`config.mk`:
```
export PLATFORM = sky130hd
export DESIGN_NAME = mem_handshake_ctrl_flat
export DESIGN_NICKNAME = d
export VERILOG_FILES = /design/src/rtl/mem_handshake_ctrl_pkg.sv /design/src/rtl/mem_handshake_ctrl_if.sv /design/src/rtl/mem_handshake_ctrl_lane_align.sv /design/src/rtl/mem_handshake_ctrl.sv /design/src/flat_wrapper.sv
export SDC_FILE = /design/constraint.sdc
export NUM_CORES = 1
export LEC_CHECK = 0
export CORE_MARGIN = 2
export CORE_UTILIZATION = 48
export CTS_CLUSTER_DIAMETER = 200
export CTS_CLUSTER_SIZE = 25
export DETAILED_ROUTE_END_ITERATION = 16
export PLACE_DENSITY_LB_ADDON = 0.05
export SLEW_MARGIN = 40
export SYNTH_ARGS = -nofsm -noshare
export SYNTH_HDL_FRONTEND = slang
export SYNTH_HIERARCHICAL = 1
export SYNTH_SLANG_ARGS = --single-unit
```
`constraint.sdc`:
```
create_clock -name clk -period 3.8 [get_ports clk]
set_clock_uncertainty 0.05 [all_clocks]
set_input_delay 0.38 -clock clk [delete_from_list [all_inputs] [get_ports clk]]
set_output_delay 0.38 -clock clk [all_outputs]
set_load 0.01 [all_outputs]
```
`src/rtl/mem_handshake_ctrl_pkg.sv`:
```
// Shared definitions for the memory handshake controller: access sizes,
// FSM encoding and the alignment check used by the optional fault path.
package mem_ctrl_pkg;

  localparam logic [1:0] SIZE_BYTE = 2'b00;
  localparam logic [1:0] SIZE_HALF = 2'b01;
  localparam logic [1:0] SIZE_WORD = 2'b10;

  localparam logic [2:0] ST_IDLE    = 3'd0;
  localparam logic [2:0] ST_WAIT    = 3'd1;
  localparam logic [2:0] ST_STROBE  = 3'd2;
  localparam logic [2:0] ST_CAPTURE = 3'd3;
  localparam logic [2:0] ST_DONE    = 3'd4;

  typedef enum logic [2:0] {
    IDLE    = ST_IDLE,
    WAIT    = ST_WAIT,
    STROBE  = ST_STROBE,
    CAPTURE = ST_CAPTURE,
    DONE    = ST_DONE
  } state_t;

  // Reserved size 2'b11 behaves as a word access.
  function automatic logic misaligned(input logic [1:0] size, input logic [1:0] off);
    case (size)
      SIZE_BYTE: misaligned = 1'b0;
      SIZE_HALF: misaligned = off[0];
      default:   misaligned = |off;
    endcase
  endfunction

endpackage

```
`src/rtl/mem_handshake_ctrl_if.sv`:
```
// Datapath request/response and RAM port bundle for mem_handshake_ctrl.
// The fault signal exists only when MEM_ALIGN_FAULT_EN is defined.
interface mem_handshake_ctrl_if;
  logic        mov;
  logic        rw;
  logic [1:0]  size;
  logic [31:0] addr;
  logic [31:0] wdata;
  logic        mfc;
  logic [31:0] rdata;
  logic        mem_en;
  logic        mem_we;
  logic [29:0] mem_addr;
  logic [3:0]  mem_be;
  logic [31:0] mem_wdata;
  logic [31:0] mem_rdata;
`ifdef MEM_ALIGN_FAULT_EN
  logic        fault;
`endif

  modport slave (
`ifdef MEM_ALIGN_FAULT_EN
    output fault,
`endif
    input  mov, rw, size, addr, wdata, mem_rdata,
    output mfc, rdata, mem_en, mem_we, mem_addr, mem_be, mem_wdata
  );

  modport master (
`ifdef MEM_ALIGN_FAULT_EN
    input  fault,
`endif
    output mov, rw, size, addr, wdata, mem_rdata,
    input  mfc, rdata, mem_en, mem_we, mem_addr, mem_be, mem_wdata
  );
endinterface

```
`src/rtl/mem_handshake_ctrl_lane_align.sv`:
```
// Little-endian lane steering: byte enables and store replication on the way
// out, lane extraction with zero-extension on the way back.
module mem_lane_align
  import mem_ctrl_pkg::*;
(
  input  logic [1:0]  size,
  input  logic [1:0]  off,
  input  logic [31:0] wdata,
  input  logic [31:0] ram_word,
  output logic [3:0]  be,
  output logic [31:0] wrep,
  output logic [31:0] rext
);

  logic [7:0] rbyte;

  always_comb begin
    be    = 4'b1111;
    wrep  = wdata;
    rext  = ram_word;
    rbyte = ram_word[{off, 3'b000} +: 8];
    case (size)
      SIZE_BYTE: begin
        be   = 4'b0001 << off;
        wrep = {4{wdata[7:0]}};
        rext = {24'h0, rbyte};
      end
      SIZE_HALF: begin
        // off[0] is ignored: halfwords always land on a lane pair.
        be   = off[1] ? 4'b1100 : 4'b0011;
        wrep = {2{wdata[15:0]}};
        rext = off[1] ? {16'h0, ram_word[31:16]} : {16'h0, ram_word[15:0]};
      end
      default: begin
        be   = 4'b1111;
        wrep = wdata;
        rext = ram_word;
      end
    endcase
  end

endmodule

```
`src/rtl/mem_handshake_ctrl.sv`:
```
// Fixed-latency MOV/MFC memory controller for a synchronous 32-bit word RAM.
// Optional MEM_ALIGN_FAULT_EN flags misaligned half/word accesses instead of aligning them.
module mem_handshake_ctrl
  import mem_ctrl_pkg::*;
#(
  parameter int WAIT_CYCLES = 2,
  parameter int CNT_W       = 4
) (
  input logic                 clk,
  input logic                 rst_n,
  mem_handshake_ctrl_if.slave bus
);

  state_t            state_q, state_d;
  logic [CNT_W-1:0]  cnt_q;
  logic              rw_q;
  logic [1:0]        size_q;
  logic [31:0]       addr_q;
  logic [31:0]       wdata_q;
  logic              abort_q;
  logic              mfc_q;
  logic [31:0]       rdata_q;
  logic              flt_in;
  logic              flt_q;
  logic [3:0]        be;
  logic [31:0]       wrep;
  logic [31:0]       rext;

  mem_lane_align u_align (
    .size     (size_q),
    .off      (addr_q[1:0]),
    .wdata    (wdata_q),
    .ram_word (bus.mem_rdata),
    .be       (be),
    .wrep     (wrep),
    .rext     (rext)
  );

`ifdef MEM_ALIGN_FAULT_EN
  logic fault_q;
  assign flt_in    = misaligned(bus.size, bus.addr[1:0]);
  assign bus.fault = fault_q;
`else
  assign flt_in = 1'b0;
`endif

  always_comb begin
    state_d = state_q;
    case (state_q)
      IDLE: begin
        if (bus.mov) begin
          if (flt_in)                state_d = CAPTURE;
          else if (WAIT_CYCLES == 0) state_d = STROBE;
          else                       state_d = WAIT;
        end
      end
      WAIT: begin
        if (!bus.mov)                   state_d = IDLE;
        else if (cnt_q == CNT_W'(1))    state_d = STROBE;
      end
      STROBE:  state_d = CAPTURE;
      // An access that lost mov after issue still completes, but never signals mfc.
      CAPTURE: state_d = (bus.mov && !abort_q) ? DONE : IDLE;
      DONE:    if (!bus.mov) state_d = IDLE;
      default: state_d = IDLE;
    endcase
  end

  always_ff @(posedge clk or negedge rst_n) begin
    if (!rst_n) begin
      state_q <= IDLE;
      cnt_q   <= '0;
      rw_q    <= 1'b0;
      size_q  <= 2'b00;
      addr_q  <= '0;
      wdata_q <= '0;
      abort_q <= 1'b0;
      flt_q   <= 1'b0;
      mfc_q   <= 1'b0;
      rdata_q <= '0;
    end else begin
      state_q <= state_d;
      case (state_q)
        IDLE: begin
          if (bus.mov) begin
            rw_q    <= bus.rw;
            size_q  <= bus.size;
            addr_q  <= bus.addr;
            wdata_q <= bus.wdata;
            cnt_q   <= CNT_W'(WAIT_CYCLES);
            abort_q <= 1'b0;
            flt_q   <= flt_in;
          end
        end
        WAIT:    cnt_q <= cnt_q - 1'b1;
        STROBE:  if (!bus.mov) abort_q <= 1'b1;
        CAPTURE: if (rw_q && !flt_q) rdata_q <= rext;
        default: ;
      endcase
      mfc_q <= (state_q == DONE) && bus.mov;
    end
  end

`ifdef MEM_ALIGN_FAULT_EN
  always_ff @(posedge clk or negedge rst_n) begin
    if (!rst_n) fault_q <= 1'b0;
    else        fault_q <= (state_q == DONE) && bus.mov && flt_q;
  end
`endif

  // RAM strobe and qualifiers decode straight from the state register.
  assign bus.mem_en    = (state_q == STROBE);
  assign bus.mem_we    = (state_q == STROBE) && !rw_q;
  assign bus.mem_be    = (state_q == STROBE) ? be : 4'b0000;
  assign bus.mem_addr  = addr_q[31:2];
  assign bus.mem_wdata = wrep;
  assign bus.mfc       = mfc_q;
  assign bus.rdata     = rdata_q;

endmodule

```
`src/flat_wrapper.sv`:
```
// flat-port wrapper written by rule: the top's interface ports become plain ports
module mem_handshake_ctrl_flat import mem_ctrl_pkg::*;
#(
  parameter int WAIT_CYCLES = 2,
  parameter int CNT_W       = 4
)
  (clk, rst_n, bus_mov, bus_rw, bus_size, bus_addr, bus_wdata, bus_mem_rdata, bus_mfc, bus_rdata, bus_mem_en, bus_mem_we, bus_mem_addr, bus_mem_be, bus_mem_wdata);
  mem_handshake_ctrl_if bus_i ();
  input logic clk;
  input logic rst_n;
  input wire logic [$bits(bus_i.mov)-1:0] bus_mov;
  input wire logic [$bits(bus_i.rw)-1:0] bus_rw;
  input wire logic [$bits(bus_i.size)-1:0] bus_size;
  input wire logic [$bits(bus_i.addr)-1:0] bus_addr;
  input wire logic [$bits(bus_i.wdata)-1:0] bus_wdata;
  input wire logic [$bits(bus_i.mem_rdata)-1:0] bus_mem_rdata;
  output wire logic [$bits(bus_i.mfc)-1:0] bus_mfc;
  output wire logic [$bits(bus_i.rdata)-1:0] bus_rdata;
  output wire logic [$bits(bus_i.mem_en)-1:0] bus_mem_en;
  output wire logic [$bits(bus_i.mem_we)-1:0] bus_mem_we;
  output wire logic [$bits(bus_i.mem_addr)-1:0] bus_mem_addr;
  output wire logic [$bits(bus_i.mem_be)-1:0] bus_mem_be;
  output wire logic [$bits(bus_i.mem_wdata)-1:0] bus_mem_wdata;
  assign bus_i.mov = bus_mov;
  assign bus_i.rw = bus_rw;
  assign bus_i.size = bus_size;
  assign bus_i.addr = bus_addr;
  assign bus_i.wdata = bus_wdata;
  assign bus_i.mem_rdata = bus_mem_rdata;
  assign bus_mfc = bus_i.mfc;
  assign bus_rdata = bus_i.rdata;
  assign bus_mem_en = bus_i.mem_en;
  assign bus_mem_we = bus_i.mem_we;
  assign bus_mem_addr = bus_i.mem_addr;
  assign bus_mem_be = bus_i.mem_be;
  assign bus_mem_wdata = bus_i.mem_wdata;
  mem_handshake_ctrl #(.WAIT_CYCLES(WAIT_CYCLES), .CNT_W(CNT_W)) u_core (.clk(clk), .rst_n(rst_n), .bus(bus_i));
endmodule
```
==> summary.md, run 1 <==
| Metric | Value |
|---|---|
| Clk buf depth | 2 |
| Cts bufs inserted | 9 |
| PD cells | 830 nW/um^2 |
| Worst-Margin Slew | 842 ps |
| Kind of critical path | reg2out |
| Sw frac | 0.328 |
| Global route overflow | 0 |
| Area of the multi-input gates | 2270 um^2 |
| Fraction of power consumed by the clock network | 0.162 |
| Die height | 111 um |
| Crit path setup slack, layout | 959 ps |
| Number of H-tree levels | 3 |
| Layout area overhead | 38.5% |
| Final period utilization | 0.748 |
| Post-synth cell types | 37 |
| Residual DRC count | 0 |
| Routed vias/inst | 5.30 |
| Port Buffers | 202 |
| Net Count, Synth | 521 |
| Final WL | 13100 um |
| Worst-path fanout max | 11 |
| Count of flip-flops with a built-in enable after synthesis | 0 |
| Vias in the first global route | 4125 |
| Io pins | 203 |
| CP Data Arrival Time | 2410 ps |
| Initial core utilization | 0.497 |
| Core Box Area | 11000 um^2 |
| Worst setup SP type | register |
| Sink Count | 108 |
| Sw Pwr | 0.00206 W |
| Diode count | 0 |
| Total GRT Usage | 0.216 |
| Drt pass-1 iters | 4 |
| Fillers | 894 |
| VDD IR-drop max | 473 uV |
| Worst-path clk slew | 80 ps |
| Final hold viol count | 7 |
| Leakage | 3.20 nW |
| Row count | 38 |
| Flop2flop setup slack | 1690 ps |
| Internal Power | 0.00422 W |
| Die area | 12200 um^2 |
| CTS tree | yes |
| Clk Tree Root Cell | clkbuf_16 |
| Hold crit path type | in2async |
| Worst flop-to-flop path endpoint | u_core/bus.rdata[1] |
| Final Wtd Congestion | 0.828 |
| Sequential power share | 0.349 |
| Ys async rst share | 1.00 |
| Largest net degree at the start of global routing | 72 |
| # Post-CTS Setup Buffers | 0 |
| Final Max Slew Viols | 0 |
| Number of max-cap violations | 0 |
| RSZ-0062 raised after global routing | false |
| Worst reg-to-reg path cell count | 4 |
| Relative slew margins | 0.438 |
| Main synth FF type | dfrtp_1 |
| Initial DRC Count | 105 |
| Setup WS pre-CTS | 1320 ps |
| Post-Route Setup TNS | 0 ps |
| Status | finished, violations left |
| YS warnings | 6 |
| Setup crit end kind | output pin |
| PostCTS Resize Cnt | 0 |
| Final setup violating endpoints | 0 |
| Dpl hpwl | 9380 um |
| Failing checks | hold timing |
| Synthesized area per cell | 13.1 um^2 |
| Total power | 0.00628 W |
| Vias | 3801 |
| Cts hold-fix bufs | 0 |
| Clk_lat worst skew | 340 ps |
| Routed Antenna Nets | 0 |
| Share of post-route cells with drive strength above 1 | 0.237 |
| Post-Syn Instances | 417 |
| First-pass GRT wire length | 21400 um |
| Reg-to-Reg Start | u_core/addr_q[1] |
| Worst EP required | 3370 ps |
| Commonest non-fill, non-tap cell in the layout | clkdlybuf4s50_1 |
| Initial antenna violation count | 0 |
| Post-Syn Area | 5460 um^2 |
| #FFs+latches synth | 108 |
| Minimum clock period | 2840 ps |
| Register area | 2710 um^2 |
| WHS | -19.6 ps |
| Final Net Count | 676 |
| Sequential cell area fraction in the yosys report | 0.495 |
| Util after Layout | 0.689 |
| WL per Instance | 18.2 um |
| Die X | 111 um |
| Most frequent cells in the layout | 201 x clkdlybuf4s50_1, 106 x dfrtp_1, 98 x mux2_2 |
| Max Freq | 352 MHz |
| Comb pwr share | 0.489 |
## stage by stage
| stage | area [um^2] | std cells |
|---|---|---|
| finish | 7560 | 717 |
| global route | 7560 | 717 |
| detailed placement | 7230 | 701 |
| CTS | 7560 | 717 |
| floorplan | 5460 | 417 |
| global placement | 7230 | 701 |
## worst max-delay path by stage
stage,start,end
2_1_floorplan,u_core/state_q[2],u_core/addr_q[0]
3_3_place_gp,u_core/size_q[0],bus_mem_be[0]
3_5_place_dp,u_core/size_q[1],bus_mem_wdata[21]
4_1_cts,u_core/size_q[1],bus_mem_wdata[21]
5_1_grt,u_core/addr_q[1],bus_mem_be[2]
6_report,u_core/state_q[1],bus_mem_be[0]
## per-layer routing
metal	wire length (um)	up-vias	track usage	part of all wire
li1	-	1744	-	-
met1	5500	1908	0.269	0.42
met2	6400	136	0.363	0.49
met3	1000	13	0.0672	0.076
met4	185	0	0.0642	0.014
met5	0	-	0	0
## power by group through the flow
stage / clock network (W) / logic (W) / registers [W]
after floorplan: 0 / 0.00205 / 0.00201
after global placement: 0 / 0.00302 / 0.00219
after global routing: 0.00109 / 0.00329 / 0.00228
after CTS: 0.00104 / 0.00311 / 0.00220
after detailed placement: 0 / 0.00308 / 0.00222
final: 0.00102 / 0.00307 / 0.00219
## cell families after synthesis
family,count (synthesis),synth area share
flops,108,0.495
mux,132,0.275
compound gates,46,0.0653
simple gates,61,0.0708
buf+inv,68,0.0891
fa+ha+maj,2,0.00458
## area by class of cell
type,instances,share of cell area
Sequential cell,108,0.358
Multi-Input combinational cell,241,0.300
Timing Repair Buffer,208,0.273
Clock buffer,11,0.0321
Tap cell,140,0.0232
Clock inverter,5,0.0112
Inverter,4,0.00198
## registers in the layout, summed over array words and instances (netlist names)
register / flops
u_core/addr_q: 32
u_core/bus.rdata: 32
u_core/wdata_q: 32
u_core/cnt_q: 4
u_core/state_q: 3
u_core/size_q: 2
u_core/abort_q: 1
u_core/bus.mfc: 1
u_core/rw_q: 1
## critical path: stages (launching register included)
cell	delay (ps)
dfrtp_1	560
nor3b_1	740
and2_1	240
clkdlybuf4s50_1	540
## synth_stat cells, types with 2 or more instances
master	count	share of area
mux2_1	7	0.014
nand2_1	8	0.0055
dfrtp_1	108	0.49
or3b_1	2	0.0032
mux2i_1	17	0.031
ha_1	2	0.0046
inv_1	4	0.0027
clkbuf_1	6	0.0041
buf_2	8	0.0073
a22o_1	16	0.026
nand2b_1	2	0.0023
mux2_2	98	0.20
a221o_1	8	0.015
nor2b_1	2	0.0023
nand4b_1	2	0.0032
buf_4	41	0.056
buf_6	9	0.019
nor2_1	12	0.0082
mux2_4	10	0.027
and2_1	20	0.023
o21bai_1	3	0.0041
o21ai_0	13	0.012
a21oi_1	3	0.0027
nor3b_1	2	0.0027
nor3_1	2	0.0018
(Power assumes the default switching activity.)
==> run 2, diff against run 1 <==
--- a/config.mk
+++ b/config.mk
@@ -6,7 +6,7 @@
 export NUM_CORES = 1
 export LEC_CHECK = 0
 export CORE_MARGIN = 2
-export CORE_UTILIZATION = 48
+export CORE_UTILIZATION = 41
 export CTS_CLUSTER_DIAMETER = 200
 export CTS_CLUSTER_SIZE = 25
 export DETAILED_ROUTE_END_ITERATION = 16
==> constraint.sdc (replaced) <==
create_clock -name clk -period 2.5 [get_ports clk]
set_clock_uncertainty 0.05 [all_clocks]
set_input_delay 0.25 -clock clk [delete_from_list [all_inputs] [get_ports clk]]
set_output_delay 0.25 -clock clk [all_outputs]
set_load 0.01 [all_outputs]
==> run 2 against run 1 <==
Compared with the run above:
- the flow now finishes without violations
- total power rose by 50%
- wire length barely moved
- cell count rose by 6.0%
- via count fell by 0.55%
- clock power rose by 32%
- sequential share of layout area fell by 0.41 points
- die area rose by 16%
==> summary.md, run 2 (synthesis results as in run 1) <==
| Metric | Value |
|---|---|
| RSZ-0062 raised after global routing | true |
| CTS tree | yes |
| Crit-path cells | nor2_4 > mux2_2 > clkdlybuf4s50_1 |
| Max incr delay on CP | 580 ps |
| Io pins | 203 |
| Final setup violating endpoints | 0 |
| Port Buffers | 202 |
| Reg-to-Reg Start | u_core/size_q[1] |
| Row count | 42 |
| First-pass GRT wire length | 21300 um |
| Diode count | 0 |
| Worst setup SP type | register |
| Util after Layout | 0.583 |
| Number of max-cap violations | 0 |
| Worst-path clk slew | 70 ps |
| Fin cells | 760 |
| Hold crit path type | in2async |
| Clk buf depth | 2 |
| Initial DRC Count | 122 |
| Met1 wire length | 5560 um |
| VDD IR-drop max | 585 uV |
| Die X | 119 um |
| Final Cell Area | 7660 um^2 |
| Flop2flop setup slack | 550 ps |
| Die height | 119 um |
| Setup crit end kind | output pin |
| Final WL | 13100 um |
| Final period utilization | 0.963 |
| Worst-path fanout max | 14 |
| Final Net Count | 683 |
| WL per Instance | 17.2 um |
| Uppermost routed layer | met4 |
| Worst reg-to-reg path cell count | 5 |
| Cts bufs inserted | 9 |
| Slowest CP cell | dfrtp_4 |
| Final Wtd Congestion | 0.809 |
| Inst Count DP | 743 |
| Total power | 0.00944 W |
| Routed vias/inst | 4.97 |
| Number of H-tree levels | 3 |
| Clk_lat worst skew | 350 ps |
| Vias in the first global route | 4071 |
| WHS | 331 ps |
| Met2 wire length | 6270 um |
| Initial antenna violation count | 0 |
| Worst flop-to-flop path endpoint | u_core/bus.rdata[0] |
| Core Box Area | 13100 um^2 |
| Worst-Margin Slew | 569 ps |
| Sink Count | 108 |
| Metal3 WL | 1010 um |
| Initial core utilization | 0.416 |
| Final hold viol count | 0 |
| Final Max Slew Viols | 0 |
| Dpl cell area | 7360 um^2 |
| Kind of critical path | reg2out |
| Most frequent cells in the layout | 200 x clkdlybuf4s50_1, 104 x dfrtp_1, 98 x mux2_2 |
| Status | finished, final reports clean |
| Share of post-route cells with drive strength above 1 | 0.250 |
| Layout area overhead | 40.3% |
| Clk Tree Root Cell | clkbuf_16 |
| Minimum clock period | 2410 ps |
| Total GRT Usage | 0.191 |
| Commonest non-fill, non-tap cell in the layout | clkdlybuf4s50_1 |
| Worst EP required | 2200 ps |
| Routed Antenna Nets | 0 |
| Vias | 3780 |
| PD cells | 1230 nW/um^2 |
| Drt pass-1 iters | 4 |
| Die area | 14300 um^2 |
| Residual DRC count | 0 |
| Global route overflow | 0 |
| Relative slew margins | 0.620 |
| Leakage | 3.25 nW |
| Max Freq | 415 MHz |
| CP Data Arrival Time | 2110 ps |
| Dpl hpwl | 9500 um |
| Largest net degree at the start of global routing | 63 |
-- run 2: cell count changes in the layout (fill, tap and decap cells not counted), moves of 2 or more --
cell,before,now
dfrtp_2,1,3
buf_12,0,3
clkinv_2,0,3
bufinv_16,2,0
dfrtp_1,106,104
buf_4,6,10
-- run 2: worst max path at each step --
stage | to | slack [ps] | cells after the start | startpoint
after global routing | bus_mem_be[1] | -0.7 | 4 | u_core/state_q[2]
final | bus_mem_wdata[8] | 90 | 3 | u_core/size_q[1]
after global placement | bus_mem_be[0] | 420 | 4 | u_core/size_q[1]
after CTS | bus_mem_be[0] | 20 | 4 | u_core/size_q[1]
after floorplan | u_core/addr_q[0] | 750 | 4 | u_core/state_q[2]
after detailed placement | bus_mem_be[0] | 410 | 4 | u_core/size_q[1]
-- run 2: repair_timing --
action,4_1_cts,5_1_grt
setup endpoints to repair,0,5
resized for setup,0,6
hold endpoints to repair,27,0
hold buffers,1,0
setup buffers,0,0
-- run 2: per-stage QoR --
step / setup WS [ps] / TNS, ps
finish: 91.3 / 0
floorplan: 753 / 0
global route: -0.744 / -0.744
CTS: 21.1 / 0
detailed placement: 407 / 0
global placement: 423 / 0
-- run 2: power breakdown --
group / total [W] / internal, W / switching, W
combinational: 0.00489 / 0.00302 / 0.00187
clock: 0.00135 / 0.000728 / 0.000618
sequential: 0.00321 / 0.00257 / 0.000634
total: 0.00944 / 0.00632 / 0.00312
-- run 2: routing by layer --
metal,track usage,vias to the layer above
li1,-,1772
met1,0.239,1854
met2,0.314,138
met3,0.0584,16
met4,0.0706,0
met5,0,-
-- run 2: layout make-up --
cell class,count,area [um^2]
fillers,1148,5480
flip-flops and latches,108,2710
multi-input cells,241,2270
repair buffers,215,2160
clock buffers,12,256
well taps,176,220
clock inverters,4,23.8
inverters,4,15.0
-- run 2: worst max-delay path, delay by kind of cell, from the launching register on --
kind | cells | cell delay (ps)
flip-flops | 1 | 580
buffers and inverters | 1 | 480
multiplexers | 1 | 380
AND/OR/NAND/NOR | 1 | 320
==> run 3, diff against run 2 <==
--- a/config.mk
+++ b/config.mk
@@ -6,13 +6,13 @@
 export NUM_CORES = 1
 export LEC_CHECK = 0
 export CORE_MARGIN = 2
-export CORE_UTILIZATION = 41
+export CORE_UTILIZATION = 40
 export CTS_CLUSTER_DIAMETER = 200
 export CTS_CLUSTER_SIZE = 25
 export DETAILED_ROUTE_END_ITERATION = 16
+export GPL_TIMING_DRIVEN = 1
 export PLACE_DENSITY_LB_ADDON = 0.05
 export SLEW_MARGIN = 40
 export SYNTH_ARGS = -nofsm -noshare
 export SYNTH_HDL_FRONTEND = slang
-export SYNTH_HIERARCHICAL = 1
 export SYNTH_SLANG_ARGS = --single-unit
==> run 3 against run 2 <==
Compared with the run above:
- total power fell by 1.1%
- worst setup slack got worse by 29 ps
- global-route usage fell by 0.21 points
- clock power rose by 7%
- register-to-register slack improved by 50 ps
- clock-buffer cell count fell by 2
==> summary.md, run 3 <==
| Metric | Value |
|---|---|
| Most common cell in the netlist | dfrtp_1 |
| Main synth FF type | dfrtp_1 |
| Fillers | 1128 |
| Final Net Count | 720 |
| Final Wtd Congestion | 0.826 |
| #FFs+latches synth | 108 |
| Residual DRC count | 0 |
| Clk buf depth | 2 |
| Worst EP required | 2200 ps |
| Clk_lat worst skew | 340 ps |
| Worst-path fanout max | 8 |
| Vias | 3912 |
| Count of flip-flops with a built-in enable after synthesis | 0 |
| Most frequent cells in the layout | 201 x clkdlybuf4s50_1, 107 x dfrtp_1, 61 x nand2_1 |
| Post-synth cell types | 37 |
| Global route overflow | 0 |
| Row count | 42 |
| RSZ-0062 raised after global routing | false |
| Final WL | 13100 um |
| Area of the multi-input gates | 2100 um^2 |
| Vias in the first global route | 3952 |
| Max Freq | 410 MHz |
| Synthesized area per cell | 11.5 um^2 |
| Routed Antenna Nets | 0 |
| CP Data Arrival Time | 2140 ps |
| CP startpoint | u_core.state_q[2] |
| Port Buffers | 202 |
| Total GRT Usage | 0.189 |
| Leakage | 3.14 nW |
| Core Box Area | 13100 um^2 |
| Commonest non-fill, non-tap cell in the layout | clkdlybuf4s50_1 |
| Number of max-cap violations | 0 |
| Initial antenna violation count | 0 |
| Initial core utilization | 0.405 |
| Number of H-tree levels | 3 |
| Final Cell Area | 7490 um^2 |
| Layout area overhead | 41.3% |
| Slowest CP cell | clkdlybuf4s50_1 |
| Final setup violating endpoints | 0 |
| Clk Tree Root Cell | clkbuf_16 |
| Final hold viol count | 0 |
| YS warnings | 0 |
| Minimum clock period | 2440 ps |
| Drt pass-1 iters | 4 |
| Final Max Slew Viols | 0 |
| Status | finished, final reports clean |
| Largest net degree at the start of global routing | 65 |
| Commonest cells in the netlist | 108 x dfrtp_1, 61 x nand2_1, 53 x mux2_1 |
| Register area | 2700 um^2 |
| Worst-path clk slew | 70 ps |
| Post-Route Setup TNS | 0 ps |
| Routed vias/inst | 4.91 |
| Cell accounting for the most synthesized area | dfrtp_1 |
| Die height | 119 um |
| Setup crit end kind | output pin |
| WL per Instance | 16.5 um |
| Reg-to-Reg Start | u_core.size_q[1] |
| Largest cells by area after synthesis | dfrtp_1 51%, mux2_1 11%, mux2_2 7.6% |
| Family with the most delay on the worst path | buffers and inverters |
| Sink Count | 108 |
| Max incr delay on CP | 610 ps |
| Worst setup SP type | register |
| Cts bufs inserted | 9 |
| Dpl hpwl | 9630 um |
| Sequential cell area fraction in the yosys report | 0.510 |
| Share of post-route cells with drive strength above 1 | 0.111 |
| Die area | 14200 um^2 |
| Relative slew margins | 0.562 |
| Worst-Margin Slew | 656 ps |
| Net Count, Synth | 564 |
| PD cells | 1250 nW/um^2 |
| Kind of critical path | reg2out |
| Io pins | 203 |
| Crit path buf inv count | 1 |
| Dpl cell area | 7180 um^2 |
| First-pass GRT wire length | 20900 um |
| Die X | 119 um |
| Post-Syn Area | 5300 um^2 |
| Hold crit path type | in2async |
| CTS tree | yes |
| Crit-path cells | or3b_4 > a211oi_1 > clkdlybuf4s50_1 |
| Yosys top cell area share | 0.510 |
| Ys async rst share | 1.00 |
| Initial DRC Count | 113 |
| Final period utilization | 0.975 |
| Diode count | 0 |
| VDD IR-drop max | 737 uV |
| Post-Syn Instances | 460 |
-- run 3: cell type report --
class / count / area share
multi-input combinational: 278 / 0.280
clock inverter: 6 / 0.00852
sequential: 108 / 0.361
inverter: 5 / 0.00251
clock buffer: 10 / 0.0319
tap: 176 / 0.0294
timing repair buffer: 214 / 0.287
-- run 3: per-stage QoR --
step / util / hold WS (ps) / setup slack (ps) / total power (W) / cells
2_1_floorplan: - / -95.6 / 865 / 0.00592 / 460
3_3_place_gp: 0.548 / 276 / 389 / 0.00787 / 780
3_5_place_dp: 0.548 / 277 / 354 / 0.00797 / 780
4_1_cts: 0.573 / 408 / 41.4 / 0.00947 / 797
5_1_grt: 0.573 / 434 / 7.44 / 0.00998 / 797
6_report: 0.573 / 413 / 62.4 / 0.00933 / 797
-- run 3: power by group --
group	internal, W	total, W	switching, W
registers	0.00259	0.00316	0.000567
logic	0.00274	0.00472	0.00198
clock network	0.000803	0.00145	0.000646
total	0.00613	0.00933	0.00320
-- run 3: path summary, 6_finish.rpt --
path | end | slack [ps] | depth (start not counted)
setup reg to reg | u_core.bus.rdata[0] | 600 | 5
setup / recovery | bus_mem_be[2] | 60 | 3
max in group asynchronous | u_core.wdata_q[24] | 1300 | 3
hold reg to reg | u_core.bus.rdata[30] | 430 | 2
hold / removal | u_core.bus.rdata[14] | 410 | 2
min in group clk | u_core.size_q[0] | 420 | 3
-- run 3: repair_timing --
| action | in CTS | in global routing |
|---|---|---|
| gates resized for setup | 1 | 0 |
| endpoints found under the setup margin | 1 | 0 |
| buffers inserted | 0 | 0 |
| hold buffers | 1 | 0 |
| endpoints found under the hold margin | 47 | 0 |
-- run 3: cell families (layout without fill, tap and decap cells) --
group / after synthesis / in the layout / share of synthesized area
flip-flops: 108 / 108 / 0.510
XOR/XNOR: 1 / 1 / 0.00165
buffers and inverters: 74 / 235 / 0.0963
adder cells (fa/ha/maj): 2 / 2 / 0.00472
AND/OR/NAND/NOR: 95 / 95 / 0.0837
multiplexers: 104 / 104 / 0.217
AO/OA/AOI/OAI: 76 / 76 / 0.0868
-- run 3: metal layers --
metal  vias to the layer above  track usage  wire length [um]
met3                        23       0.0632              1060
li1                       1879            -                 -
met1                      1877        0.240              5550
met4                         0       0.0841               329
met5                         -            0                 0
met2                       133        0.295              6200
